$ cat config.mk
export PLATFORM = sky130hd
export DESIGN_NAME = hazard_scoreboard_flat
export DESIGN_NICKNAME = d
export VERILOG_FILES = /design/src/rtl/hazard_scoreboard_if.sv /design/src/rtl/hazard_scoreboard.sv /design/src/flat_wrapper.sv
export SDC_FILE = /design/constraint.sdc
export NUM_CORES = 1
export LEC_CHECK = 0
export ABC_AREA = 1
export BUFFER_PORTS_ARGS = -buffer_cell sky130_fd_sc_hd__buf_4
export CORE_MARGIN = 1
export CORE_UTILIZATION = 53
export DETAILED_ROUTE_END_ITERATION = 8
export GPL_TIMING_DRIVEN = 0
export MAX_ROUTING_LAYER = met4
export PLACE_DENSITY_LB_ADDON = 0.3
export SLEW_MARGIN = 20
export SYNTH_ARGS = -nofsm -noshare
export SYNTH_HDL_FRONTEND = slang
export SYNTH_SLANG_ARGS = --single-unit
$ cat constraint.sdc
create_clock -name clk -period 7.05 [get_ports clk]
set_input_delay 1.0575 -clock clk [delete_from_list [all_inputs] [get_ports clk]]
set_output_delay 1.0575 -clock clk [all_outputs]
set_load 0.02 [all_outputs]
$ cat src/rtl/hazard_scoreboard_if.sv
// ID-stage request/response bundle between the decode controller and the hazard scoreboard.
// id_valid qualifies every id_* field; the scoreboard answers combinationally in the same cycle.
interface hazard_scoreboard_if #(
  parameter int REG_ADDR_W = 5,
  parameter int STAT_W     = 16
);
  logic                  id_valid;
  logic [REG_ADDR_W-1:0] id_rs;
  logic [REG_ADDR_W-1:0] id_rt;
  logic                  id_use_rs;
  logic                  id_use_rt;
  logic [REG_ADDR_W-1:0] id_dest;
  logic                  id_reg_write;
  logic [1:0]            id_class;
  logic                  id_branch;
  logic                  id_branch_taken;
  logic [1:0]            id_jump;

  logic                  pc_write;
  logic                  if_id_write_en;
  logic                  if_id_flush;
  logic                  cancel_id_ex;
  logic [1:0]            pc_sel;
  logic                  stall;
  logic [STAT_W-1:0]     stall_cycles;

  modport master (
    output id_valid, id_rs, id_rt, id_use_rs, id_use_rt, id_dest, id_reg_write,
           id_class, id_branch, id_branch_taken, id_jump,
    input  pc_write, if_id_write_en, if_id_flush, cancel_id_ex, pc_sel, stall, stall_cycles
  );

  modport slave (
    input  id_valid, id_rs, id_rt, id_use_rs, id_use_rt, id_dest, id_reg_write,
           id_class, id_branch, id_branch_taken, id_jump,
    output pc_write, if_id_write_en, if_id_flush, cancel_id_ex, pc_sel, stall, stall_cycles
  );
endinterface

$ cat src/rtl/hazard_scoreboard.sv
// Per-register pending-result scoreboard for the ID stage: RAW/WAW/MUL-structural/branch
// dependency stalls, control-transfer PC select and flush, and a saturating stall counter.
module hazard_scoreboard #(
  parameter int REG_ADDR_W = 5,
  parameter int LOAD_LAT   = 1,
  parameter int MUL_LAT    = 4,
  parameter int CNT_W      = 3,
  parameter int STAT_W     = 16
) (
  input  logic               clk,
  input  logic               rst,
  hazard_scoreboard_if.slave bus
);
  localparam int NUM_REGS = 2**REG_ADDR_W;
  localparam logic [1:0] C_ALU = 2'b00, C_LOAD = 2'b01, C_MUL = 2'b10;

  logic [CNT_W-1:0]      r_pend [NUM_REGS];
  logic [CNT_W-1:0]      r_mul_cnt;
  logic [REG_ADDR_W-1:0] r_last_dest;
  logic                  r_last_wr;
  logic [STAT_W-1:0]     r_stall_cycles;

  logic [CNT_W-1:0] w_new_lat;
  logic w_raw, w_waw, w_struct, w_brdep, w_stall, w_issue, w_dest_wr;

  always_comb begin
    w_new_lat = '0;
    case (bus.id_class)
      C_ALU:   w_new_lat = '0;
      C_LOAD:  w_new_lat = CNT_W'(LOAD_LAT);
      C_MUL:   w_new_lat = CNT_W'(MUL_LAT - 1);
      default: w_new_lat = '0;
    endcase
  end

  assign w_raw    = (bus.id_use_rs && bus.id_rs != '0 && r_pend[bus.id_rs] != '0) ||
                    (bus.id_use_rt && bus.id_rt != '0 && r_pend[bus.id_rt] != '0);
  assign w_waw    = bus.id_reg_write && bus.id_dest != '0 && r_pend[bus.id_dest] > w_new_lat;
  assign w_struct = bus.id_class == C_MUL && r_mul_cnt != '0;
  // Branches and jr compare in ID, so even a zero-latency ALU result is one cycle too late.
  assign w_brdep  = (bus.id_branch || bus.id_jump == 2'b11) && r_last_wr && r_last_dest != '0 &&
                    ((bus.id_use_rs && bus.id_rs == r_last_dest) ||
                     (bus.id_use_rt && bus.id_rt == r_last_dest));
  assign w_stall   = bus.id_valid && (w_raw || w_waw || w_struct || w_brdep);
  assign w_issue   = bus.id_valid && !w_stall;
  assign w_dest_wr = w_issue && bus.id_reg_write && bus.id_dest != '0;

  always_comb begin
    bus.pc_write       = 1'b1;
    bus.if_id_write_en = 1'b1;
    bus.if_id_flush    = 1'b0;
    bus.cancel_id_ex   = 1'b0;
    bus.pc_sel         = 2'b00;
    if (w_stall) begin
      bus.pc_write       = 1'b0;
      bus.if_id_write_en = 1'b0;
      bus.cancel_id_ex   = 1'b1;
    end else if (w_issue) begin
      if (bus.id_jump == 2'b10) begin
        bus.pc_sel      = 2'b10;
        bus.if_id_flush = 1'b1;
      end else if (bus.id_jump == 2'b11) begin
        bus.pc_sel      = 2'b11;
        bus.if_id_flush = 1'b1;
      end else if (bus.id_branch && bus.id_branch_taken) begin
        bus.pc_sel      = 2'b01;
        bus.if_id_flush = 1'b1;
      end
    end
  end

  assign bus.stall        = w_stall;
  assign bus.stall_cycles = r_stall_cycles;

  always_ff @(posedge clk) begin
    if (rst) begin
      for (int r = 0; r < NUM_REGS; r++) r_pend[r] <= '0;
      r_mul_cnt      <= '0;
      r_last_dest    <= '0;
      r_last_wr      <= 1'b0;
      r_stall_cycles <= '0;
    end else begin
      r_pend[0] <= '0;
      for (int r = 1; r < NUM_REGS; r++) begin
        if (w_dest_wr && bus.id_dest == REG_ADDR_W'(r))
          r_pend[r] <= w_new_lat;
        else if (r_pend[r] != '0)
          r_pend[r] <= r_pend[r] - 1'b1;
      end
      if (w_issue && bus.id_class == C_MUL)
        r_mul_cnt <= CNT_W'(MUL_LAT - 1);
      else if (r_mul_cnt != '0)
        r_mul_cnt <= r_mul_cnt - 1'b1;
      r_last_wr <= w_dest_wr;
      if (w_dest_wr) r_last_dest <= bus.id_dest;
      if (w_stall && r_stall_cycles != '1)
        r_stall_cycles <= r_stall_cycles + 1'b1;
    end
  end
endmodule

$ cat src/flat_wrapper.sv
// flat-port wrapper written by rule: the top's interface ports become plain ports
module hazard_scoreboard_flat 
#(
  parameter int REG_ADDR_W = 5,
  parameter int LOAD_LAT   = 1,
  parameter int MUL_LAT    = 4,
  parameter int CNT_W      = 3,
  parameter int STAT_W     = 16
)
  (clk, rst, bus_id_valid, bus_id_rs, bus_id_rt, bus_id_use_rs, bus_id_use_rt, bus_id_dest, bus_id_reg_write, bus_id_class, bus_id_branch, bus_id_branch_taken, bus_id_jump, bus_pc_write, bus_if_id_write_en, bus_if_id_flush, bus_cancel_id_ex, bus_pc_sel, bus_stall, bus_stall_cycles);
  hazard_scoreboard_if #(.REG_ADDR_W(REG_ADDR_W), .STAT_W(STAT_W)) bus_i ();
  input  logic clk;
  input  logic rst;
  input wire logic [$bits(bus_i.id_valid)-1:0] bus_id_valid;
  input wire logic [$bits(bus_i.id_rs)-1:0] bus_id_rs;
  input wire logic [$bits(bus_i.id_rt)-1:0] bus_id_rt;
  input wire logic [$bits(bus_i.id_use_rs)-1:0] bus_id_use_rs;
  input wire logic [$bits(bus_i.id_use_rt)-1:0] bus_id_use_rt;
  input wire logic [$bits(bus_i.id_dest)-1:0] bus_id_dest;
  input wire logic [$bits(bus_i.id_reg_write)-1:0] bus_id_reg_write;
  input wire logic [$bits(bus_i.id_class)-1:0] bus_id_class;
  input wire logic [$bits(bus_i.id_branch)-1:0] bus_id_branch;
  input wire logic [$bits(bus_i.id_branch_taken)-1:0] bus_id_branch_taken;
  input wire logic [$bits(bus_i.id_jump)-1:0] bus_id_jump;
  output wire logic [$bits(bus_i.pc_write)-1:0] bus_pc_write;
  output wire logic [$bits(bus_i.if_id_write_en)-1:0] bus_if_id_write_en;
  output wire logic [$bits(bus_i.if_id_flush)-1:0] bus_if_id_flush;
  output wire logic [$bits(bus_i.cancel_id_ex)-1:0] bus_cancel_id_ex;
  output wire logic [$bits(bus_i.pc_sel)-1:0] bus_pc_sel;
  output wire logic [$bits(bus_i.stall)-1:0] bus_stall;
  output wire logic [$bits(bus_i.stall_cycles)-1:0] bus_stall_cycles;
  assign bus_i.id_valid = bus_id_valid;
  assign bus_i.id_rs = bus_id_rs;
  assign bus_i.id_rt = bus_id_rt;
  assign bus_i.id_use_rs = bus_id_use_rs;
  assign bus_i.id_use_rt = bus_id_use_rt;
  assign bus_i.id_dest = bus_id_dest;
  assign bus_i.id_reg_write = bus_id_reg_write;
  assign bus_i.id_class = bus_id_class;
  assign bus_i.id_branch = bus_id_branch;
  assign bus_i.id_branch_taken = bus_id_branch_taken;
  assign bus_i.id_jump = bus_id_jump;
  assign bus_pc_write = bus_i.pc_write;
  assign bus_if_id_write_en = bus_i.if_id_write_en;
  assign bus_if_id_flush = bus_i.if_id_flush;
  assign bus_cancel_id_ex = bus_i.cancel_id_ex;
  assign bus_pc_sel = bus_i.pc_sel;
  assign bus_stall = bus_i.stall;
  assign bus_stall_cycles = bus_i.stall_cycles;
  hazard_scoreboard #(.REG_ADDR_W(REG_ADDR_W), .LOAD_LAT(LOAD_LAT), .MUL_LAT(MUL_LAT), .CNT_W(CNT_W), .STAT_W(STAT_W)) u_core (.clk(clk), .rst(rst), .bus(bus_i));
endmodule
# Word level (Yosys, flattened, before mapping)
# Memories as Yosys holds them, arrays and structs flattened.
# Index checks and enable logic that the tools add are counted.
# W data, S select, Z words.
# totals
register_bits,25
mem_count,1
ram_bits,96
wordCells,536
# mem_list
memory,depth,word_bits,read_ports,rd_clocked_by_memory_dff,wr,line_no,text
u_core.r_pend,32,3,34,0,32,hazard_scoreboard.sv:17,logic [CNT_W-1:0] r_pend [NUM_REGS];
# classes
addsub,33
n_mux,298
n_bitwise,63
magnitude_cmp,1
n_eq_ne,38
reduce_logical,97
# op_table
cell,n
$mux W1,228
$mux W3,63
$reduce_bool A3 Y1,34
$sub A3 B1 Y3 const B,32
$eq A5 B5 Y1 const B,16
$or A1 B1 Y1,63
$logic_and A1 B1 Y1,50
$eq A5 B4 Y1 const B,8
$eq A5 B3 Y1 const B,4
$reduce_bool A5 Y1,4
$add A16 B1 Y16 const B,1
$ne A16 B16 Y1 const B,1
$mux W2,6
$eq A5 B2 Y1 const B,2
$eq A5 B5 Y1,2
$eq A2 B2 Y1 const B,3
$logic_or A1 B1 Y1,6
$eq A5 B1 Y1 const B,1
$pmux W2 S2,1
$gt A3 B2 Y1,1
$eq A2 B1 Y1 const B,1
$reduce_bool A2 Y1,1
$reduce_or A2 Y1,1
$logic_not A1 Y1,1

# Logic depth before layout (Yosys ltp)
# Gate-level depths: netlist (run 1).
# depth
depth_word,18
depth_mapped,24

# Least setup slack after synthesis (run 1)
# OpenSTA, ideal clock, no wires.
# synth_timing
path_kind,input to output
startpoint,input port bus_id_dest[0]
endpoint,output port bus_pc_sel[0]
path_buffers,3
cell_stages,21
t_required_ps,5992
path_slack_ps,1996
arrival_ps,3996
path_cell_list,inv_1 -> nand2_1 -> clkbuf_1 -> clkbuf_1 -> o22ai_1 -> o21ai_0 -> nand4_1 -> nor2_1 -> a31oi_1 -> ha_1 -> inv_1 -> nor2_1 -> o21ai_0 -> nand3_1 -> nand2_1 -> nand3_2 -> nor2_2 -> buf_6 -> nand2_4 -> a21oi_1 -> o21a_1
# synth_between
elab_chain_len,11
word_cells_on_any_way,13
cone_classes,order compare: 1; mux: 2; reduce/logical: 9; memory: 1
# synth_rtl
element,line_no,text
start: declaration,flat_wrapper.sv:19,input wire logic [$bits(bus_i.id_dest)-1:0] bus_id_dest;
$mem_v2 Z32 W3 or $reduce_bool A5 Y1 (tied branches),n/a,
$gt A3 B2 Y1 or $logic_and A1 B1 Y1 (tied branches),hazard_scoreboard.sv:38,assign w_waw = bus.id_reg_write && bus.id_dest != '0 && r_pend[bus.id_dest] > w_new_lat;
$logic_and A1 B1 Y1 *,hazard_scoreboard.sv:38,
$logic_or A1 B1 Y1 * (3 in series),hazard_scoreboard.sv:44,assign w_stall = bus.id_valid && (w_raw || w_waw || w_struct || w_brdep);
$logic_and A1 B1 Y1 *,hazard_scoreboard.sv:44,
$logic_not A1 Y1,hazard_scoreboard.sv:45,assign w_issue = bus.id_valid && !w_stall;
$logic_and A1 B1 Y1,hazard_scoreboard.sv:45,
$mux W2,hazard_scoreboard.sv:58,end else if (w_issue) begin
$mux W2 *,hazard_scoreboard.sv:54,if (w_stall) begin
end: declaration,flat_wrapper.sv:29,output wire logic [$bits(bus_i.pc_sel)-1:0] bus_pc_sel;
# Every way passes the cells marked *; elsewhere a longest branch is shown, timed or not.

# Worst setup path in the final report (run 1)
# Ends and elaborated chain as after synthesis.

==> results of run 1 <==
-- power breakdown --
part	switching [mW]	internal, mW	total (mW)
Sequential	0.163	1.04	1.21
Combinational	1.06	0.567	1.62
Clock	0.350	0.564	0.914
Total	1.57	2.17	3.74
-- layout make-up --
class / instances / area (µm²)
Clock buffer: 23 / 558
Clock inverter: 9 / 75.1
Inverter: 251 / 942
Fill cell: 1769 / 7270
Multi-Input combinational cell: 1058 / 5730
Buffer: 55 / 295
Sequential cell: 118 / 3290
Timing Repair Buffer: 45 / 338
Tap cell: 260 / 325
-- worst max path at each step --
stage                        start  cells past startpoint            end  slack [ns]
global placement    bus_id_dest[0]                     23  bus_pc_sel[0]        0.72
floorplan           bus_id_dest[0]                     21  bus_pc_sel[0]        2.00
finish              bus_id_dest[0]                     23  bus_pc_sel[0]        0.25
CTS                 bus_id_dest[0]                     23  bus_pc_sel[0]        0.66
detailed placement  bus_id_dest[0]                     23  bus_pc_sel[0]        0.68
global route        bus_id_dest[0]                     23  bus_pc_sel[0]        0.28
-- per-layer routing --
layer  global-route usage [%]  vias up
li1                         -     4930
met2                     55.2      715
met4                     16.4        0
met3                     7.68      114
met5                        -        -
met1                     45.6     4889
-- registers in the layout, indices dropped and copies added, names as in the netlist --
signal and flops:
u_core.r_mul_cnt 3, u_core.r_last_wr 1, u_core.r_last_dest 5, u_core.bus.stall_cycles 16
u_core.r_pend 93
-- cell families (layout without fill, tap and decap cells) --
| kind of cell | Yosys count | in the layout | synth area share [%] |
|---|---|---|---|
| AO/OA/AOI/OAI | 159 | 159 | 8.80 |
| XOR/XNOR | 47 | 47 | 4.01 |
| adder cells (fa/ha/maj) | 68 | 68 | 8.29 |
| buffers and inverters | 306 | 383 | 12.1 |
| flip-flops | 118 | 118 | 32.1 |
| AND/OR/NAND/NOR | 784 | 784 | 34.8 |
-- worst min-delay path: stages, from the launching register on --
cell	delay (ns)
dfxtp_1	0.33
nand2_1	0.07
a21oi_1	0.06
-- through the flow --
stage	hold WS [ns]	utilization (%)	setup WS (ns)
2_1_floorplan	0.482	-	2.00
3_3_place_gp	0.488	58.0	0.721
3_5_place_dp	0.497	58.0	0.678
4_1_cts	0.506	61.4	0.661
5_1_grt	0.525	61.4	0.283
6_report	0.508	61.4	0.247
-- placed cells by master, fill, tap and decap left out, types with 4 or more instances in the layout --
cell       netlist  routed
a21oi_1         51      51
a21oi_2          7       7
a221oi_1         4       4
buf_1            5       5
buf_2            9       9
buf_4            8      53
buf_6            4       4
clkbuf_1        27      27
clkbuf_16        0      22
clkinv_4         0       7
dfxtp_1         25      25
edfxtp_1        93      93
ha_1            68      68
inv_1          241     241
inv_2            9       9
nand2_1        311     311
nand2_4          6       6
nand3_1        147     147
nand4_1         40      40
nand4_2          5       5
nand4_4          9       9
nor2_1         233     233
nor2_2           5       5
nor3_1          16      16
o21ai_0         55      55
o21ai_1          4       4
o22ai_1         27      27
xnor2_1         33      33
xor2_1          14      14
==> run_results.csv, run 1 <==
group,metric,value,unit
run_status,status,"finished, final reports clean",
run,cap_violations,0,
setup_path,rrSetupSlack,2.96,ns
yosys,synth_top_cell_area_share,27.2,%
cts,cts_buffers,17,
setup_path,path_cells,"buf_4, inv_1, nand2_1, clkbuf_1, clkbuf_1, o22ai_1, o21ai_0, nand4_1, nor2_1, a31oi_1, ha_1, inv_1, nor2_1, o21ai_0, nand3_1, nand2_1, nand3_2, nor2_2, buf_6, nand2_4, a21oi_1, o21a_1, buf_4",
timing,setup_viol,0,
floorplanning,die_h,141,µm
timing,rsz0062_at_grt,"no",
cts,clock-root-buffer,"clkbuf_16",
floorplanning,start_util,54.5,%
yosys,yosysWarningCount,0,
power_and_ir_drop,p_leak,5.54,nW
hold_path,whs_endpoint,"u_core.bus.stall_cycles[13]$_SDFFE_PP0P_",
setup_path,worstPathRequired,5.99,ns
timing,period_share,96.5,%
cts,cts_tree,"yes",
timing,final.setup.tns,0,ns
yosys,synth_ff_type,"edfxtp_1",
final_layout,fin_cells,1819,
routing,ant_nets,0,
timing,worstMarginPinSlew,0.971,ns
setup_path,crit_type,"in -> out",
floorplanning,core,18800,µm²
final_layout,final_layout_size_suffix_gt1_share,9.56,%
yosys,synth-edff-count,93,
power_and_ir_drop,peakVddDrop,0.189,mV
timing,period_needed,6.80,ns
global_routing,gr-total-overflow,0,
setup_path,cpPeakStageDelay,0.73,ns
routing,dr_total_vias,10648,
floorplanning,fp.dieW,141,µm
global_routing,grt_pass1_wl,52.0,mm
routing,drt_first_pass_iters,8,
routing,wl_met2,15.1,mm
yosys,synth_common_cells,"nand2_1 (311), inv_1 (241), nor2_1 (233)",
setup_path,endpoint_kind,"output pin",
timing,finalMaxSlewViolations,0,
place,gp_congestion,1.09,
yosys,ys_top_cells_by_area,"edfxtp_1 (27%), nand2_1 (11%), inv_1 (8.8%), nor2_1 (8.5%), ha_1 (8.3%)",
yosys,synth_most_common_cell,"nand2_1",
setup_path,r2r_end,"u_core.r_pend[23][0]$_SDFFCE_PP0P_",
final_layout,synthToLayoutAreaGrowth,12.6,%
yosys,synth_cells,1482,
final_layout,antenna_cells,0,
floorplanning,rows,50,
cts,post_cts.repair.setup_buffers,0,
timing,finalClockSkew,0.0118,ns
cts,clk-insertion-delay-late,0.43,ns
setup_path,path_buf_inv,7,
routing,detail_route.wl_per_cell,18.8,µm
cts,clkSinkCount,118,
floorplanning,io_pins,50,
routing,top_layer_used,"met4",
routing,wl,34.3,mm
cts,cts_buffer_depth,2,
global_routing,antenna_found_initial,0,
power_and_ir_drop,power_density,324,nW/µm²
cts,cts_resized,0,
place,portBuffers,45,
yosys,synth-seq-cells,118,
place,hpwl,25.6,mm
setup_path,critPathSlowestCell,"clkbuf_1",
timing,timing.final.hold_violations,0,
yosys,synth_top_area_cell,"edfxtp_1",
floorplanning,die-area,19900,µm²
final_layout,final_nets,1641,
yosys,ys_types,45,
yosys,synthArstFlopShare,0,%
power_and_ir_drop,fin_total_pwr,3.74,mW
cts,cts-htree-levels,4,
routing,wl_met3,4.32,mm
setup_path,cp-start-kind,"primary input",
hold_path,whs_path_depth,2,
setup_path,worstPathMaxFanout,10,
global_routing,track_usage,36.0,%
routing,routed_via_density,5.85,
cts,path_clk_slew,0.06,ns
yosys,syn_area,10300,µm²
hold_path,hp-start,"u_core.bus.stall_cycles[13]$_SDFFE_PP0P_",
yosys,avgSynthCellArea,6.93,µm²
global_routing,grt_pass1_vias,9846,
setup_path,r2r-start,"u_core.r_pend[28][1]$_SDFFCE_PP0P_",
setup_path,r2r_cells,21,
routing,drc_errors,0,
yosys,synth_nets,1577,
yosys,yosysSeqAreaShare,32.1,%
cts,cts_hold_buffers,0,
hold_path,hold_class,"reg -> reg",
setup_path,cp_top_family,"buffers and inverters",
timing,fmax,147,MHz
place,dp.cells,1787,
final_layout,stdcell_area,11600,µm²
timing,slew_headroom,35.3,%
routing,met1_length,13.4,mm
global_routing,grt_start_max_net_pins,17,
routing,drt_iter0_markers,1357,
setup_path,arrival,5.75,ns
place,place_area,10900,µm²
(Power assumes the default switching activity.)
==> run 2, diff against run 1 <==
- CTS_BUF_LIST: not set -> sky130_fd_sc_hd__clkbuf_8 sky130_fd_sc_hd__clkbuf_16
==> run_results.csv, run 2 (synthesized netlist as in run 1, its figures left out) <==
group,metric,value,unit
run_status,status,"finished, final reports clean",
power_and_ir_drop,pwr-share-comb,43.4,%
cts,cts_resized,0,
floorplanning,die-area,19900,µm²
power_and_ir_drop,fin_total_pwr,3.74,mW
final_layout,largest_register_ffs,93,
cts,cts_tree,"yes",
place,portBuffers,45,
power_and_ir_drop,clkPwrFrac,24.3,%
routing,wl,34.2,mm
cts,clkSinkCount,118,
global_routing,grt_pass1_wl,52.0,mm
timing,worstMarginPinSlew,0.969,ns
final_layout,synthToLayoutAreaGrowth,12.6,%
timing,whs,0.508,ns
place,dp.cells,1787,
global_routing,track_usage,36.0,%
floorplanning,io_pins,50,
power_and_ir_drop,p_int,2.17,mW
routing,routed_via_density,5.83,
run,cap_violations,0,
cts,cts_hold_buffers,0,
setup_path,cp_top_family,"buffers and inverters",
timing,setup_viol,0,
timing,rsz0062_at_grt,"no",
setup_path,cpPeakStageDelay,0.73,ns
place,gp_congestion,1.09,
global_routing,grt_pass1_vias,9846,
setup_path,arrival,5.75,ns
setup_path,rrSetupSlack,3.00,ns
floorplanning,core,18800,µm²
timing,final.setup.tns,0,ns
routing,drt_iter0_markers,1375,
power_and_ir_drop,pwr-share-seq,32.3,%
floorplanning,rows,50,
final_layout,final_cell_mix,"nand2_1 (311), inv_1 (242), nor2_1 (233)",
hold_path,hold_class,"reg -> reg",
cts,path_clk_slew,0.06,ns
global_routing,gr-total-overflow,0,
power_and_ir_drop,netSwitchingFraction,41.9,%
routing,drt_first_pass_iters,8,
cts,cts_buffers,17,
global_routing,antenna_found_initial,0,
cts,clk-insertion-delay-late,0.43,ns
setup_path,path_buf_inv,7,
final_layout,top_register,"u_core.r_pend",
cts,cts-htree-levels,4,
final_layout,final_layout_size_suffix_gt1_share,9.49,%
cts,cts_buffer_depth,2,
final_layout,fill_cells,1771,
final_layout,final_nets,1641,
final_layout,final_common_cell,"nand2_1",
global_routing,grt_start_max_net_pins,17,
final_layout,post-route-util,61.4,%
floorplanning,start_util,54.5,%
floorplanning,fp.dieW,141,µm
routing,ant_nets,0,
setup_path,cp-start-kind,"primary input",
timing,timing.final.hold_violations,0,
setup_path,endpoint_kind,"output pin",
timing,period_share,96.5,%
timing,fmax,147,MHz
place,hpwl,25.6,mm
setup_path,worstPathMaxFanout,10,
timing,finalClockSkew,0.0123,ns
setup_path,crit_type,"in -> out",
timing,finalMaxSlewViolations,0,
routing,dr_total_vias,10612,
cts,clock-root-buffer,"clkbuf_16",
power_and_ir_drop,power_density,323,nW/µm²
setup_path,path_cells,"buf_4, inv_1, nand2_1, clkbuf_1, clkbuf_1, o22ai_1, o21ai_0, nand4_1, nor2_1, a31oi_1, ha_1, inv_1, nor2_1, o21ai_0, nand3_1, nand2_1, nand3_2, nor2_2, buf_6, nand2_4, a21oi_1, o21a_1, buf_4",
routing,detail_route.wl_per_cell,18.8,µm
final_layout,antenna_cells,0,
timing,period_needed,6.80,ns
setup_path,critPathSlowestCell,"clkbuf_1",
power_and_ir_drop,p_switching,1.57,mW
power_and_ir_drop,p_leak,5.54,nW
routing,drc_errors,0,
power_and_ir_drop,peakVddDrop,0.191,mV
final_layout,fin_cells,1819,
timing,slew_headroom,35.4,%
floorplanning,die_h,141,µm
cts,post_cts.repair.setup_buffers,0,
setup_path,worstPathRequired,5.99,ns
[run 2: cell type report]
cell class / instances / area, µm² / share of cell area [%]
Clock inverter: 10 / 78.8 / 0.682
Multi-Input combinational cell: 1058 / 5730 / 49.6
Tap cell: 260 / 325 / 2.81
Sequential cell: 118 / 3290 / 28.5
Clock buffer: 22 / 551 / 4.76
Buffer: 55 / 295 / 2.55
Inverter: 251 / 942 / 8.15
Timing Repair Buffer: 45 / 338 / 2.92
[run 2: path summary, 6_finish.rpt]
check	depth (start not counted)	to	start
max	23	bus_pc_sel[0]	bus_id_dest[0]
min	2	u_core.bus.stall_cycles[13]$_SDFFE_PP0P_	u_core.bus.stall_cycles[13]$_SDFFE_PP0P_
max reg2reg	21	u_core.r_pend[23][0]$_SDFFCE_PP0P_	u_core.r_pend[28][1]$_SDFFCE_PP0P_
min reg2reg	2	u_core.bus.stall_cycles[13]$_SDFFE_PP0P_	u_core.bus.stall_cycles[13]$_SDFFE_PP0P_
[run 2: metal layers]
layer / GRT usage [%] / share of wire, %
met1: 45.6 / 40
met3: 7.68 / 12
met5: - / 0
met2: 55.2 / 44
met4: 16.4 / 4.1
[run 2: through the flow]
step | instance area, µm² | worst slack, ns
detailed placement | 10900 | 0.678
floorplan | 10300 | 2.00
finish | 11600 | 0.246
global route | 11600 | 0.283
global placement | 10900 | 0.721
CTS | 11600 | 0.661
[run 2: tightest hold or removal path, cell delays in order (launching register included)]
cell and delay, ns:
dfxtp_1 0.33, nand2_1 0.07, a21oi_1 0.06
[run 2: power groups by stage]
| stage | registers, mW | logic (mW) | clock network, mW |
|---|---|---|---|
| floorplan | 1.16 | 1.21 | 0 |
| global placement | 1.21 | 1.52 | 0 |
| detailed placement | 1.22 | 1.56 | 0 |
| CTS | 1.20 | 1.59 | 0.912 |
| global route | 1.23 | 1.83 | 0.940 |
| finish | 1.21 | 1.62 | 0.910 |
